==> src/rtl/ppacc_seq.sv <==
// ppacc_seq: multi-cycle Baugh-Wooley partial-product accumulator, ROWS rows per cycle
module ppacc_seq #(
  parameter int DW = 12,
  parameter int ROWS = 3
) (
  input  logic             clk,
  input  logic             rst,
  input  logic             in_valid,
  output logic             in_ready,
  input  logic [DW*DW-1:0] pp,
  output logic             out_valid,
  input  logic             out_ready,
  output logic [2*DW-1:0]  prod,
  output logic             busy
);
  localparam int W = 2*DW;
  localparam int CW = $clog2(DW+1);
  localparam logic [W-1:0] C = (W'(1) << DW) | (W'(1) << (W-1));
  if (DW % ROWS != 0) begin : g_chk
    $error("ppacc_seq: DW must be a multiple of ROWS");
  end
  typedef enum logic [1:0] {IDLE, ACC, DONE} state_t;
  state_t state, state_nx;
  logic [CW-1:0] cnt;
  logic [W-1:0] acc, add;
  logic [DW*DW-1:0] ppr;
  logic accept, last;
  assign in_ready = (state == IDLE) || (state == DONE && out_ready);
  assign busy = state == ACC;
  assign accept = in_valid && in_ready;
  assign last = cnt == CW'(DW-ROWS);
  always_comb begin
    add = '0;
    for (int k = 0; k < ROWS; k++)
      add = add + (W'(ppr[DW*(int'(cnt)+k) +: DW]) << (int'(cnt)+k));
  end
  always_comb begin
    state_nx = accept ? ACC :
               (state == ACC && last) ? DONE :
               (state == DONE && out_ready) ? IDLE : state;
  end
  always_ff @(posedge clk) begin
    if (rst) state <= IDLE;
    else state <= state_nx;
  end
  // cnt parks on the last row group so the row select stays in range outside ACC
  always_ff @(posedge clk) begin
    if (rst) begin
      cnt <= '0;
      acc <= '0;
      ppr <= '0;
      prod <= '0;
      out_valid <= 1'b0;
    end else begin
      if (accept) begin
        ppr <= pp;
        acc <= C;
        cnt <= '0;
      end else if (state == ACC) begin
        acc <= acc + add;
        cnt <= last ? cnt : cnt + CW'(ROWS);
      end
      if (state == ACC && last) prod <= acc + add;
      out_valid <= state_nx == DONE;
    end
  end
endmodule

==> config.mk <==
export PLATFORM = sky130hd
export DESIGN_NAME = ppacc_seq
export DESIGN_NICKNAME = d
export VERILOG_FILES = /design/src/rtl/ppacc_seq.sv
export SDC_FILE = /design/constraint.sdc
export NUM_CORES = 1
export LEC_CHECK = 0
export CELL_PAD_IN_SITES_DETAIL_PLACEMENT = 1
export CELL_PAD_IN_SITES_GLOBAL_PLACEMENT = 1
export CORE_ASPECT_RATIO = 0.75
export CORE_UTILIZATION = 41
export DETAILED_ROUTE_END_ITERATION = 10
export MAX_ROUTING_LAYER = met4
export PLACE_DENSITY_LB_ADDON = 0.1
export SYNTH_ARGS = -nofsm -noshare
export SYNTH_HDL_FRONTEND = slang
export SYNTH_SLANG_ARGS = --single-unit
==> constraint.sdc <==
create_clock -name clk -period 9.7 [get_ports clk]
set_input_delay 0.97 -clock clk [delete_from_list [all_inputs] [get_ports clk]]
set_output_delay 0.97 -clock clk [all_outputs]
set_load 0.01 [all_outputs]
Yosys cells after proc, flatten, opt, wreduce, memory -nomap -nowiden
Cells that the tools add are included.
{"block": "word_totals", "inputBits": 148, "regBits": 199, "wordCells": 40}
{"block": "classes", "muxes": 5, "mul": 3, "eq_ne": 4, "n_addsub": 6, "bitwise": 1, "n_reduce_logical": 8, "n_shift": 6}
{"operator": "$shiftx A144 B32 Y12", "count": 2}
{"operator": "$shiftx A144 B9 Y12", "count": 1}
{"operator": "$add A24 B24 Y24", "count": 3}
{"operator": "$mul A3 B32 Y30 const A", "count": 2}
{"operator": "$mux W24", "count": 2}
{"operator": "$shl A12 B5 Y24", "count": 2}
{"operator": "$shl A12 B4 Y24", "count": 1}
{"operator": "$mul A2 B4 Y6 const A", "count": 1}
{"operator": "$mux W2", "count": 3}
{"operator": "$add A4 B1 Y5 const B", "count": 1}
{"operator": "$add A4 B2 Y5 const B", "count": 1}
{"operator": "$add A4 B2 Y4 const B", "count": 1}
{"operator": "$eq A2 B2 Y1 const B", "count": 2}
{"operator": "$eq A4 B4 Y1 const B", "count": 1}
{"operator": "$logic_and A1 B1 Y1", "count": 3}
{"operator": "$eq A2 B1 Y1 const B", "count": 1}
{"operator": "$logic_not A2 Y1", "count": 1}
{"operator": "$reduce_and A2 Y1", "count": 1}
{"operator": "$reduce_bool A2 Y1", "count": 1}
{"operator": "$reduce_or A2 Y1", "count": 1}
{"operator": "$logic_or A1 B1 Y1", "count": 1}
{"operator": "$not A1 Y1", "count": 1}

Longest topological paths before layout
Gate-level depths: netlist (run 1).
{"block": "depth", "word_depth": 9, "ltp_mapped": 42, "depth_no_buf": 33}

Worst setup path before layout (run 1)
Ideal clock, no wire load.
{"block": "synth_path", "path_type": "reg2reg", "startpoint": "register cnt[0]", "endpoint": "register acc[23]", "required_ns": 9.570, "path_buffers": 9, "stages_incl_launch_ff": 39, "setup_ns": 0.130, "arrival_ns": 8.887, "period_less_slack_ns": 9.017, "slack_ns": 0.683, "path_cell_list": "dfxtp_1 buf_6 buf_4 buf_2 inv_2 buf_1 buf_2 clkbuf_1 buf_1 ha_1 ha_1 ha_1 inv_1 fa_1 buf_2 and2_1 clkbuf_1 a22oi_1 [3 not listed] nand3_1 or4_1 fa_1 fa_1 inv_1 ha_1 fa_1 a21o_1 a21oi_1 o21ai_0 nand3_1 o211ai_1 and4_1 o31a_1 a31o_2 nor3_1 o21ai_2 nor4b_2"}
{"block": "synth_between", "elab_chain_len": 9, "word_cells_on_any_way": 16, "classes_between": "5 x add/sub; 3 x mul; 6 x shift; 2 x mux"}
{"element": "start, declared", "line_no": "24", "rtl": "logic [CW-1:0] cnt;"}
{"element": "start signal, assigned", "line_no": "61", "rtl": "cnt <= last ? cnt : cnt + CW'(ROWS);"}
{"element": "$add A4 B1 Y5", "line_no": "35", "rtl": "add = add + (W'(ppr[DW*(int'(cnt)+k) +: DW]) << (int'(cnt)+k));"}
{"element": "$mul A3 B32 Y30", "line_no": "35"}
{"element": "$shiftx A144 B32 Y12", "line_no": "35"}
{"element": "$shl A12 B5 Y24", "line_no": "35"}
{"element": "$add A24 B24 Y24", "line_no": "35"}
{"element": "$add A24 B24 Y24 (*)", "line_no": "35"}
{"element": "$add A24 B24 Y24 (*)", "line_no": "60", "rtl": "acc <= acc + add;"}
{"element": "$mux W24 (*)", "line_no": "59", "rtl": "end else if (state == ACC) begin"}
{"element": "$mux W24 (*)", "line_no": "55", "rtl": "if (accept) begin"}
{"element": "end signal, assigned", "line_no": "60"}
{"element": "end, declared", "line_no": "25", "rtl": "logic [W-1:0] acc, add;"}
Every way passes the cells marked *; elsewhere a longest branch is shown, timed or not. The select of a mux whose other input is x is not followed.
A chain may end at the register's enable or synchronous reset.

Worst setup path in the final report (run 1)
{"block": "layout_path", "startpoint": "register cnt[1]", "endpoint": "register acc[23]"}
The elaborated chain is that of the path after synthesis.

==> results of run 1 <==
kinds of logic after synthesis:
logic type / count (synthesis) / share of synthesized area, %
and+or+nand+nor: 782 / 17.00
AOI/OAI and AO/OA: 534 / 16.74
muxes: 338 / 30.68
buffers and inverters: 280 / 6.364
DFF: 199 / 20.38
adders and majority gates: 88 / 7.439
xor gates and xnor gates: 31 / 1.389
registers in the layout, summed over array words and instances, names as in the netlist:
signal	cells
ppr	144
acc	24
prod	24
cnt	4
state	2
out_valid	1
layer usage:
metal	GRT usage (%)	wire [microns]
met2	48.91	34190
met3	12.04	11650
met4	6.603	1357
met1	56.89	40440
met5	-	0
cells in the final DEF (no fill, tap or decap), types with 18 or more instances in the layout:
cell | synthesis | routed
dfxtp_1 | 199 | 197
fa_1 | 47 | 47
nor3_1 | 35 | 35
a21oi_1 | 263 | 263
mux2i_1 | 115 | 115
o21ai_0 | 62 | 62
mux4_2 | 202 | 202
buf_4 | 15 | 77
a22oi_1 | 25 | 25
ha_1 | 41 | 39
nor2_1 | 106 | 106
clkdlybuf4s50_1 | 0 | 173
o22ai_1 | 18 | 18
inv_1 | 86 | 86
xnor2_1 | 23 | 23
nand2_1 | 504 | 503
nand3_1 | 42 | 42
layout make-up:
type                       instances  area, sq um
tap                              630        788.3
antenna                            4        10.01
fill                            5431        24100
clock inverter                    15        171.4
multi-input combinational       1773        14340
clock buffer                      17        425.4
inverter                          90        337.8
sequential                       199         3989
timing repair buffer             254         2381
report_power, final:
part	switching, uW	leakage, uW	internal (uW)
clock	413	0.000282	350
combinational	1080	0.00632	725
sequential	117	0.00163	867
total	1600	0.00823	1940
worst min-delay path: cells and delay by family, from the launching register on:
kind	cells	cell delay [ns]
AO/OA/AOI/OAI	1	0.05
AND/OR/NAND/NOR	1	0.05
flip-flops	1	0.32
stage by stage:
step / cell area [sq um] / setup WS (ns) / instances / utilization (%)
6_report: 22440 / 0.6329 / 2982 / 48.23
3_3_place_gp: 21840 / 1.038 / 2946 / 46.92
4_1_cts: 22430 / 0.8623 / 2978 / 48.20
5_1_grt: 22440 / 0.2092 / 2981 / 48.22
3_5_place_dp: 21840 / 0.9105 / 2946 / 46.92
2_1_floorplan: 19540 / 0.6827 / 2252 / -
path summary, 6_finish.rpt:
kind | start | endpoint | slack [ns]
setup / recovery | cnt[1]$_SDFFE_PP0P_ | acc[23]$_SDFFE_PP0P_ | 0.63
hold / removal | prod[9]$_SDFFE_PP0P_ | prod[9]$_SDFFE_PP0P_ | 0.46
setup reg to reg | cnt[1]$_SDFFE_PP0P_ | acc[23]$_SDFFE_PP0P_ | 0.63
hold reg to reg | prod[9]$_SDFFE_PP0P_ | prod[9]$_SDFFE_PP0P_ | 0.46
==> results.py, run 1 <==
metrics = {
    "status": {
        "status": "finished, final reports clean",
    },
    "global_route": {
        "grt_pass1_wl_microns": 130400,
        "grt_max_degree": 151,
        "grt_pass1_vias": 19230,
        "antenna_found_initial": 3,
        "grt_overflow": 0,
        "grtUsageTotal_pct": 37.85,
    },
    "die": {
        "die_area_sq_um": 48550,
        "rows": 68,
        "ioPinCount": 175,
        "die_y_microns": 191.1,
        "start_util_pct": 41.99,
        "core_sq_um": 46540,
        "die_x_microns": 254.1,
    },
    "cts": {
        "cts.htree.levels": 4,
        "clk_pin_slew_ns": 0.09,
        "cts-resized-gates": 0,
        "post-cts-setup-buffers": 0,
        "clockBufferDepth": 2,
        "holdBufCountCts": 0,
        "cts.sinks": 199,
        "cts_inserted_buffers": 17,
        "clk_latency_ns": 0.49,
        "clk_root_buffer_cell": "clkbuf_16",
        "cts_tree": "yes",
    },
    "critical_path": {
        "critPathBufInv": 3,
        "criticalPathCategory": "flip-flop to flip-flop",
        "arrival_ns": 9.40,
        "cp_num_cells": 28,
        "path_delay_family": "compound AO/OA/AOI/OAI gates",
        "critPathMaxFanout": 25,
        "cp_data_required_time_ns": 10.03,
        "start_kind": "flip-flop",
        "rr_worst_depth": 28,
        "cpMaxStageDelayCell": "a221oi_1",
        "critPathMaxStageDelay_ns": 0.64,
        "end_kind": "flip-flop",
    },
    "power_and_ir_drop": {
        "peakVddDrop_mv": 0.1279,
        "p_leak_uw": 0.008227,
        "p_total_uw": 3547,
        "p_per_area_nw_per_um2": 158.0,
    },
    "timing": {
        "layout_min_cycle_time_ns": 9.067,
        "worst_pin_slew_ns": 1.117,
        "timing.fmax_mhz": 110.3,
        "holdWs_ns": 0.4558,
        "setup_viol": 0,
        "rsz0062_at_grt": "no",
        "finClkSkew_ns": 0.02165,
        "finalMaxSlewViolations": 0,
        "relSlewSlack_pct": 25.52,
        "fin_tns_setup_ns": 0,
        "min_period_over_period_pct": 93.48,
        "hold_viol": 0,
    },
    "job": {
        "maxCapViolations": 0,
    },
    "synth": {
        "yosysSeqAreaShare_pct": 20.38,
        "yosys_warnings": 0,
        "synth_top_area_cell": "mux4_2",
        "async_flop_share_pct": 0,
        "synth_enable_flop_cells": 0,
        "synthTopCellsByArea": "mux4_2 23%, dfxtp_1 20%, nand2_1 9.7%",
        "syn-instance-count": 2252,
        "ys_ff_latch": 199,
        "synth_top_area_share_pct": 23.28,
        "syn_area_sq_um": 19540,
        "yosys-top-cells-count": "504 x nand2_1, 263 x a21oi_1, 202 x mux4_2",
        "synth.distinct_cells": 78,
        "yosysMostFrequentCell": "nand2_1",
        "synthFlopType": "dfxtp_1",
        "avgSynthCellArea_sq_um": 8.678,
        "syn_nets": 2488,
    },
    "placement": {
        "hpwl_microns": 68250,
        "routabilityCongestion": 1.043,
        "io_buffers": 174,
    },
    "finish": {
        "finalNetCount": 2571,
        "syn_to_final_growth_pct": 14.84,
        "layout-drive-gt1-share_pct": 15.25,
    },
    "drt": {
        "drtIter0Drc": 2729,
        "via_per_inst": 6.570,
        "wirelength_microns": 87640,
        "drc": 0,
        "post_drt_wl_per_cell_microns": 29.39,
        "via_count": 19590,
        "drtPass1Iterations": 6,
        "ant_nets": 0,
    },
    "hold_path": {
        "hold_path_class": "flip-flop to flip-flop",
        "hold_depth": 2,
    },
}
Power figures use the tool's default switching activity.
==> run 2: changes to the inputs <==
--- a/config.mk
+++ b/config.mk
@@ -8,7 +8,7 @@
 export CELL_PAD_IN_SITES_DETAIL_PLACEMENT = 1
 export CELL_PAD_IN_SITES_GLOBAL_PLACEMENT = 1
 export CORE_ASPECT_RATIO = 0.75
-export CORE_UTILIZATION = 41
+export CORE_UTILIZATION = 49
 export DETAILED_ROUTE_END_ITERATION = 10
 export MAX_ROUTING_LAYER = met4
 export PLACE_DENSITY_LB_ADDON = 0.1
==> constraint.sdc (replaced) <==
create_clock -name clk -period 10.8 [get_ports clk]
set_input_delay 1.08 -clock clk [delete_from_list [all_inputs] [get_ports clk]]
set_output_delay 1.08 -clock clk [all_outputs]
set_load 0.01 [all_outputs]
==> run 2 against run 1 <==
  * Die area decreased by 16%
  * Largest cell class unchanged
  * First-iteration DRC count increased by 8.0%
  * Combinational power decreased by 13%
  * Setup slack improved by 0.20 ns
  * Sequential share of layout area increased by 0.32 points
  * Largest power group unchanged
  * Critical path depth increased by 5
==> results.py, run 2 (synthesis results as in run 1) <==
metrics = {
    "die": {
        "ioPinCount": 175,
        "core_sq_um": 38790,
        "die_area_sq_um": 40700,
        "die_y_microns": 175.0,
        "start_util_pct": 50.39,
        "die_x_microns": 232.6,
        "rows": 62,
    },
    "finish": {
        "layout-drive-gt1-share_pct": 14.03,
        "top_regs": "ppr (144), acc (24), prod (24)",
        "fin_cells": 2833,
        "ff_latch_area_sq_um": 3989,
        "multi_input_area_sq_um": 14340,
        "largest_reg_flops": 144,
        "final_common_cell": "nand2_1",
        "regMostFlops": "ppr",
        "syn_to_final_growth_pct": 12.81,
        "finalNetCount": 2539,
        "fillCellCount": 4510,
        "final_cell_mix": "503 x nand2_1, 263 x a21oi_1, 202 x mux4_2, 197 x dfxtp_1, 173 x clkdlybuf4s50_1",
        "utilization_pct": 56.84,
    },
    "cts": {
        "clk_root_buffer_cell": "clkbuf_16",
        "holdBufCountCts": 0,
        "clk_latency_ns": 0.49,
        "post-cts-setup-buffers": 0,
        "clk_pin_slew_ns": 0.08,
        "clockBufferDepth": 2,
        "cts-resized-gates": 0,
        "cts_tree": "yes",
        "cts.sinks": 199,
        "cts.htree.levels": 4,
        "cts_inserted_buffers": 17,
    },
    "critical_path": {
        "arrival_ns": 10.32,
        "cp_data_required_time_ns": 11.15,
        "cpMaxStageDelayCell": "dfxtp_4",
        "path_delay_family": "adder cells",
        "critPathMaxStageDelay_ns": 0.66,
        "end_kind": "flip-flop",
        "critPathBufInv": 6,
        "start_kind": "flip-flop",
        "criticalPathCategory": "flip-flop to flip-flop",
        "critPathMaxFanout": 39,
    },
    "power_and_ir_drop": {
        "peakVddDrop_mv": 0.1310,
        "p_clk_share_pct": 22.2,
        "p_per_area_nw_per_um2": 143.4,
        "switching_share_pct": 44.26,
        "p_int_uw": 1763,
        "p_leak_uw": 0.008076,
        "p_total_uw": 3162,
        "combPwrFrac_pct": 49.6,
        "p_switching_uw": 1400,
        "sequentialPowerShare_pct": 28.2,
    },
    "timing": {
        "rsz0062_at_grt": "no",
        "finClkSkew_ns": 0.01121,
        "timing.fmax_mhz": 100.3,
        "relSlewSlack_pct": 24.33,
        "finalMaxSlewViolations": 0,
        "layout_min_cycle_time_ns": 9.971,
        "fin_ws_ns": 0.8288,
        "fin_tns_setup_ns": 0,
        "worst_pin_slew_ns": 1.135,
        "min_period_over_period_pct": 92.33,
        "hold_viol": 0,
        "setup_viol": 0,
    },
    "global_route": {
        "grtUsageTotal_pct": 44.01,
        "grt_pass1_wl_microns": 128600,
        "grt_overflow": 0,
        "grt_max_degree": 117,
        "antenna_found_initial": 2,
        "grt_pass1_vias": 19840,
    },
    "drt": {
        "via_count": 20060,
        "via_per_inst": 7.081,
        "post_drt_wl_per_cell_microns": 30.36,
        "drtIter0Drc": 2948,
        "wirelength_microns": 86020,
        "drtPass1Iterations": 6,
        "drc": 0,
        "ant_nets": 0,
    },
    "placement": {
        "post-place-cells": 2796,
        "pre_cts_ws_ns": 1.134,
        "io_buffers": 174,
        "routabilityCongestion": 1.068,
        "hpwl_microns": 66020,
    },
    "status": {
        "status": "finished, final reports clean",
    },
    "job": {
        "maxCapViolations": 0,
    },
    "hold_path": {
        "hold_path_class": "flip-flop to flip-flop",
    },
}
## run 2: changes by cell type in the layout (fill, tap and decap cells not counted), sizes merged
cell / before / now
buf: 81 / 49
bufinv: 0 / 2
clkbuf: 17 / 18
clkinvlp: 3 / 0
diode: 4 / 5
## run 2: power groups by stage
stage	Clock [uW]	Combinational (uW)	Sequential, uW
global route	738	1680	889
CTS	710	1520	877
finish	702	1570	892
floorplan	0	1090	836
detailed placement	0	1510	894
global placement	0	1450	886
## run 2: per-layer routing
metal / track usage [%] / share of wire, % / vias to the layer above
li1: - / - / 8343
met1: 60.67 / 41 / 10070
met2: 58.17 / 40 / 1452
met3: 19.37 / 16 / 197
met4: 11.14 / 2.7 / 0
met5: - / 0 / -
## run 2: final timing paths
path,start,endpoint,slack (ns),cells after the start
worst max register to register,cnt[0]$_SDFFE_PP0P_,prod[23]$_SDFFE_PP0P_,0.83,33
worst min register to register,prod[13]$_SDFFE_PP0P_,prod[13]$_SDFFE_PP0P_,0.46,2
worst max-delay path,cnt[0]$_SDFFE_PP0P_,prod[23]$_SDFFE_PP0P_,0.83,33
worst min-delay path,prod[13]$_SDFFE_PP0P_,prod[13]$_SDFFE_PP0P_,0.46,2
## run 2: worst register-to-register path, delay by kind of cell (launching register included)
| kind | cells | cell delay (ns) |
|---|---|---|
| adder cells (fa/ha/maj) | 8 | 3.05 |
| XOR/XNOR | 1 | 0.13 |
| AND/OR/NAND/NOR | 7 | 2.09 |
| buffers and inverters | 6 | 0.88 |
| flip-flops | 1 | 0.66 |
| AO/OA/AOI/OAI | 11 | 2.99 |
## run 2: metrics by stage
| step | instance area [sq um] | hold WS, ns |
|---|---|---|
| CTS | 22030 | 0.4624 |
| finish | 22050 | 0.4617 |
| detailed placement | 21410 | 0.4508 |
| global route | 22040 | 0.4839 |
| global placement | 21410 | 0.4419 |
| floorplan | 19540 | 0.4363 |
## run 2: final cells by class
cell class | instances | area share, %
inverters | 90 | 1.532
clock buffers | 18 | 1.947
flip-flops and latches | 199 | 18.09
diodes | 5 | 0.05675
repair buffers | 222 | 9.540
clock inverters | 14 | 0.8796
multi-input cells | 1773 | 65.05
well taps | 512 | 2.906
==> run 3: changes to the inputs <==
--- a/config.mk
+++ b/config.mk
@@ -5,11 +5,13 @@
 export SDC_FILE = /design/constraint.sdc
 export NUM_CORES = 1
 export LEC_CHECK = 0
+export CAP_MARGIN = 40
 export CELL_PAD_IN_SITES_DETAIL_PLACEMENT = 1
 export CELL_PAD_IN_SITES_GLOBAL_PLACEMENT = 1
 export CORE_ASPECT_RATIO = 0.75
 export CORE_UTILIZATION = 49
 export DETAILED_ROUTE_END_ITERATION = 10
+export HOLD_SLACK_MARGIN = 0.08
 export MAX_ROUTING_LAYER = met4
 export PLACE_DENSITY_LB_ADDON = 0.1
 export SYNTH_ARGS = -nofsm -noshare
==> run 3 against run 2 <==
  * Sequential share of layout area decreased by 0.11 points
  * Power fell by 0.33%
  * Die area stayed put
  * Global-route usage grew 0.23 points
  * Hold slack got worse by 0.0025 ns
  * Clock skew increased by 0.0037 ns
  * First-iteration DRC count up 4.4%
  * Combinational power about the same
  * Count of clock-buffer cells in the layout fell by 1
  * Wire length rose by 1.1%
==> results.py, run 3 (synthesis results as in run 1) <==
metrics = {
    "die": {
        "die_x_microns": 232.6,
        "rows": 62,
        "start_util_pct": 50.39,
        "ioPinCount": 175,
        "die_y_microns": 175.0,
        "core_sq_um": 38790,
        "die_area_sq_um": 40700,
    },
    "finish": {
        "syn_to_final_growth_pct": 13.52,
        "regMostFlops": "ppr",
        "top_regs": "ppr (144), acc (24), prod (24)",
        "layout-drive-gt1-share_pct": 14.45,
        "fillCellCount": 4496,
        "finalNetCount": 2549,
        "final_cell_mix": "503 x nand2_1, 263 x a21oi_1, 202 x mux4_2, 197 x dfxtp_1, 173 x clkdlybuf4s50_1",
        "finalInstanceArea_sq_um": 22190,
        "final_common_cell": "nand2_1",
        "largest_reg_flops": 144,
    },
    "job": {
        "maxCapViolations": 0,
    },
    "placement": {
        "hpwl_microns": 66200,
        "dpl_cell_area_sq_um": 21560,
        "pre_cts_ws_ns": 1.111,
        "routabilityCongestion": 1.068,
        "io_buffers": 174,
    },
    "cts": {
        "cts-resized-gates": 0,
        "cts.htree.levels": 4,
        "clk_root_buffer_cell": "clkbuf_16",
        "clk_pin_slew_ns": 0.08,
        "cts_tree": "yes",
        "clockBufferDepth": 2,
        "post-cts-setup-buffers": 0,
        "cts_inserted_buffers": 17,
        "cts.sinks": 199,
        "holdBufCountCts": 0,
        "clk_latency_ns": 0.50,
    },
    "drt": {
        "ant_nets": 0,
        "wirelength_microns": 86950,
        "drtPass1Iterations": 7,
        "drc": 0,
        "post_drt_wl_per_cell_microns": 30.56,
        "via_per_inst": 7.124,
        "via_count": 20270,
        "drtIter0Drc": 3078,
    },
    "critical_path": {
        "criticalPathCategory": "flip-flop to flip-flop",
        "rr_worst_depth": 33,
        "cp_data_required_time_ns": 11.14,
        "critPathBufInv": 6,
        "critPathMaxFanout": 39,
        "cpMaxStageDelayCell": "nor2b_1",
        "path_delay_family": "adder cells",
        "rr_startpoint": "cnt[0]$_SDFFE_PP0P_",
        "worst_r2r_endpoint": "acc[23]$_SDFFE_PP0P_",
        "arrival_ns": 10.30,
        "critPathMaxStageDelay_ns": 0.71,
        "start_kind": "flip-flop",
        "startpoint": "cnt[0]$_SDFFE_PP0P_",
        "regToRegSetupSlack_ns": 0.84,
        "end_kind": "flip-flop",
    },
    "global_route": {
        "use_met1_pct": 61.41,
        "grt_pass1_wl_microns": 129100,
        "met2_usage_pct": 58.85,
        "top_usage_layer": "met1",
        "use_met3_pct": 18.23,
        "grt_pass1_vias": 19810,
        "antenna_found_initial": 6,
        "grtUsageTotal_pct": 44.24,
        "grt_max_degree": 117,
        "grt_overflow": 0,
    },
    "hold_path": {
        "hold_path_class": "flip-flop to flip-flop",
        "hold_depth": 2,
        "min-delay-start": "prod[8]$_SDFFE_PP0P_",
        "worstHoldEndpoint": "prod[8]$_SDFFE_PP0P_",
    },
    "timing": {
        "rsz0062_at_grt": "no",
        "finalMaxSlewViolations": 0,
        "finClkSkew_ns": 0.01490,
        "holdWs_ns": 0.4592,
        "hold_viol": 0,
        "min_period_over_period_pct": 92.19,
        "fin_ws_ns": 0.8439,
        "timing.fmax_mhz": 100.4,
        "worst_pin_slew_ns": 0.9289,
        "fin_tns_setup_ns": 0,
        "setup_viol": 0,
        "layout_min_cycle_time_ns": 9.956,
        "relSlewSlack_pct": 36.30,
    },
    "power_and_ir_drop": {
        "p_switching_uw": 1420,
        "combPwrFrac_pct": 50.3,
        "p_int_uw": 1732,
        "p_per_area_nw_per_um2": 142.1,
        "p_total_uw": 3152,
        "p_leak_uw": 0.008141,
        "switching_share_pct": 45.06,
        "sequentialPowerShare_pct": 28.3,
        "peakVddDrop_mv": 0.1340,
        "p_clk_share_pct": 21.4,
    },
    "status": {
        "status": "finished, final reports clean",
    },
}
run 3: cell count changes in the layout (fill, tap and decap cells not counted), sizes merged:
cell,previous run,this run
inv,96,97
clkinvlp,0,2
bufinv,2,0
buf,49,59
clkbuf,18,17
diode,5,7
run 3: cell type report:
cell class	instances	area, sq um	share of cell area [%]
timing repair buffer	232	2261	10.19
tap	512	640.6	2.887
clock buffer	17	425.4	1.917
sequential	199	3989	17.98
clock inverter	15	173.9	0.7839
inverter	90	337.8	1.523
antenna	7	17.52	0.07895
multi-input combinational	1773	14340	64.64
run 3: worst max-delay path by stage:
stage               depth (start not counted)              endpoint
global placement                           33  acc[23]$_SDFFE_PP0P_
floorplan                                  38  acc[23]$_SDFFE_PP0P_
finish                                     33  acc[23]$_SDFFE_PP0P_
CTS                                        33  acc[23]$_SDFFE_PP0P_
global route                               33  acc[23]$_SDFFE_PP0P_
detailed placement                         33  acc[23]$_SDFFE_PP0P_
run 3: metrics by stage:
step	utilization, %	std cells
global placement	55.20	2796
global route	57.19	2844
floorplan	-	2252
finish	57.20	2845
detailed placement	55.58	2804
CTS	57.12	2836
run 3: routing by layer:
metal	vias up	routed length, microns
met4	0	2467
met3	211	13600
met1	10150	35680
met5	-	0
met2	1527	35200
li1	8380	-
run 3: power by group through the flow:
stage	logic, uW	registers (uW)	clock network, uW
global placement	1450	886	0
CTS	1530	877	682
finish	1590	891	675
floorplan	1090	836	0
global route	1690	888	712
detailed placement	1520	894	0
run 3: worst reg2reg max path: cells and delay by family (launching register included):
family	cells	cell delay, ns
flip-flops	1	0.67
AND/OR/NAND/NOR	7	2.15
buffers and inverters	6	0.87
XOR/XNOR	1	0.14
adder cells (fa/ha/maj)	8	3.13
AO/OA/AOI/OAI	11	2.86
==> RTL edit (settings of run 2) <==
The 3 states of `state_t` get a one-hot encoding in 3 bits.
--- a/src/rtl/ppacc_seq.sv
+++ b/src/rtl/ppacc_seq.sv
@@ -21,3 +21,3 @@
   end
-  typedef enum logic [1:0] {IDLE, ACC, DONE} state_t;
+  typedef enum logic [2:0] {IDLE = 3'b001, ACC = 3'b010, DONE = 3'b100} state_t;
   state_t state, state_nx;
Behaviour: same outputs for any inputs over 4 cycles, from zero or initial values and one cycle with rst high; so few cycles prove little.
==> RTL edit against run 2 <==
- the flow now finishes with violations (DRC)
- clock skew increased by 0.0026 ns
- sequential cell count up 1
- synthesized cell count is 0.84% higher
- cell area increased by 1.4%
- worst setup slack got worse by 0.057 ns
- routed wire length increased by 2.3%
- sequential share of layout area is 0.15 points lower
- total power is 22% lower
- synthesized area rose by 1.1%
- sequential power hardly changed
- non-clock buffer count up 5
==> RTL edit: results (changes against run 2) <==
| Item | This run | vs run 2 |
|---|---|---|
| Outcome | finished, violations left |  |
| Violations in the final reports | DRC |  |
| Max stage delay cell, worst path | xnor2_1 |  |
| Maximum number of pins on one net before global-route repair | 128 | +9.4% |
| Transition time at the pin with the least slew margin | 1.14 ns | +0.00544 ns |
| Count of cells along the worst register-to-register path | 29 | -12% |
| Largest delay share family, worst path | compound AO/OA/AOI/OAI gates |  |
| FF-to-FF setup slack | 0.77 ns | -0.06 ns |
| TritonRoute pass-1 iters | 11 | +5 |
| Initial antenna violation count | 9 | +7 |
| Post-DR wirelength/cell | 30.6 um | +0.80% |
| Fraction of final layout cells with drive strength greater than 1 | 14.1% | +0.070 points |
| Leading post-synthesis cells by cell area | mux4_2 (23%), dfxtp_1 (20%), nand2_1 (9.7%) |  |
| CP max FO | 12 | -69% |
| DP HPWL | 65.9 mm | -0.21% |
| Total routed wirelength | 88.0 mm | +2.3% |
| Wire length of the first global-routing pass | 130 mm | +1.5% |
| Number of global-route vias before repair | 20200 | +1.7% |
| Net count, final | 2570 | +1.2% |
| Pre-CTS setup slack | 1.14 ns | +0.00922 ns |
| Number of fillers in the final layout | 4586 | +1.7% |
| LEAKAGE | 0.00812 uW | +0.53% |
| Commonest cells in the netlist | nand2_1 (509), a21oi_1 (257), dfxtp_1 (200), mux4_2 (199), nor2_1 (134) |  |
| Residual DRC count | 6 | +6 |
| Delay of the slowest cell on the worst path | 0.77 ns | +0.11 ns |
| Post-Synthesis Mean Instance Area | 8.70 um^2 | +0.25% |
| Post-synthesis sequential area ratio | 20.3% | -0.12 points |
| DP Cell Count | 2835 | +1.4% |
| Via-to-Cell Ratio | 7.03 | -0.75% |
| Peak Freq | 99.7 MHz | -0.57% |
[RTL edit: cell types whose count changed after synthesis, moves of 6 or more]
cell	delta
a21oi_1	-6
mux4_1	+6
buf_4	+7
nor2_1	+28
clkbuf_1	-16
nor4_1	-6
mux2i_1	+12
a21boi_0	-6
o31ai_1	-10
[RTL edit: how the worst min path moves through the flow]
stage                                startpoint                     to  slack (ns)  cells past startpoint
after detailed placement   prod[8]$_SDFFE_PP0P_   prod[8]$_SDFFE_PP0P_        0.45                      2
after global placement    prod[10]$_SDFFE_PP0P_  prod[10]$_SDFFE_PP0P_        0.44                      2
after floorplan            acc[14]$_SDFFE_PP0P_   acc[14]$_SDFFE_PP0P_        0.43                      2
final                      prod[6]$_SDFFE_PP0P_   prod[6]$_SDFFE_PP0P_        0.46                      2
after global routing       prod[1]$_SDFFE_PP0P_   prod[1]$_SDFFE_PP0P_        0.48                      2
after CTS                  prod[8]$_SDFFE_PP0P_   prod[8]$_SDFFE_PP0P_        0.46                      2
[RTL edit: final cells by class]
class / instances / area, um^2 / share of cell area, %
multi-input combinational: 1794 / 14500 / 65.0
sequential: 200 / 4010 / 17.9
timing repair buffer: 227 / 2160 / 9.68
tap: 520 / 651 / 2.91
clock buffer: 18 / 439 / 1.97
inverter: 94 / 355 / 1.59
clock inverter: 14 / 198 / 0.885
antenna: 7 / 17.5 / 0.0784
[RTL edit: cell families after synthesis]
| logic type | share of synthesized area [%] |
|---|---|
| buffers and inverters | 6.55 |
| AND/OR/NAND/NOR | 16.9 |
| AO/OA/AOI/OAI | 15.7 |
| multiplexers | 31.6 |
| flip-flops | 20.3 |
| adder cells (fa/ha/maj) | 7.36 |
| XOR/XNOR | 1.51 |
[RTL edit: worst register-to-register path: cells and delay by family (launching register included)]
kind                       cells  cell delay, ns
xor gates and xnor gates       2            1.08
AOI/OAI and AO/OA             11            3.15
DFF                            1            0.33
and+or+nand+nor                8            2.12
adders and majority gates      6            2.62
buffers and inverters          2            0.63
[RTL edit: per-stage QoR]
step	hold slack [ns]	util (%)	instance area, um^2
after floorplan	0.432	-	19800
after global placement	0.443	54.7	21700
after detailed placement	0.450	54.7	21700
after CTS	0.461	56.3	22300
after global routing	0.478	56.4	22300
final	0.460	56.4	22300
[RTL edit: routing by layer]
layer	vias to the layer above	global-route usage [%]	share of wire [%]
met5	-	-	0
met4	0	14.0	3.3
met3	242	16.7	15
met2	1480	60.3	41
met1	10100	61.0	41
li1	8400	-	-
[RTL edit: power by group through the flow]
| stage | clock network [uW] | registers [uW] | logic, uW |
|---|---|---|---|
| 2_1_floorplan | 0 | 834 | 579 |
| 3_3_place_gp | 0 | 887 | 797 |
| 3_5_place_dp | 0 | 896 | 825 |
| 4_1_cts | 718 | 879 | 834 |
| 5_1_grt | 743 | 889 | 911 |
| 6_report | 713 | 894 | 856 |
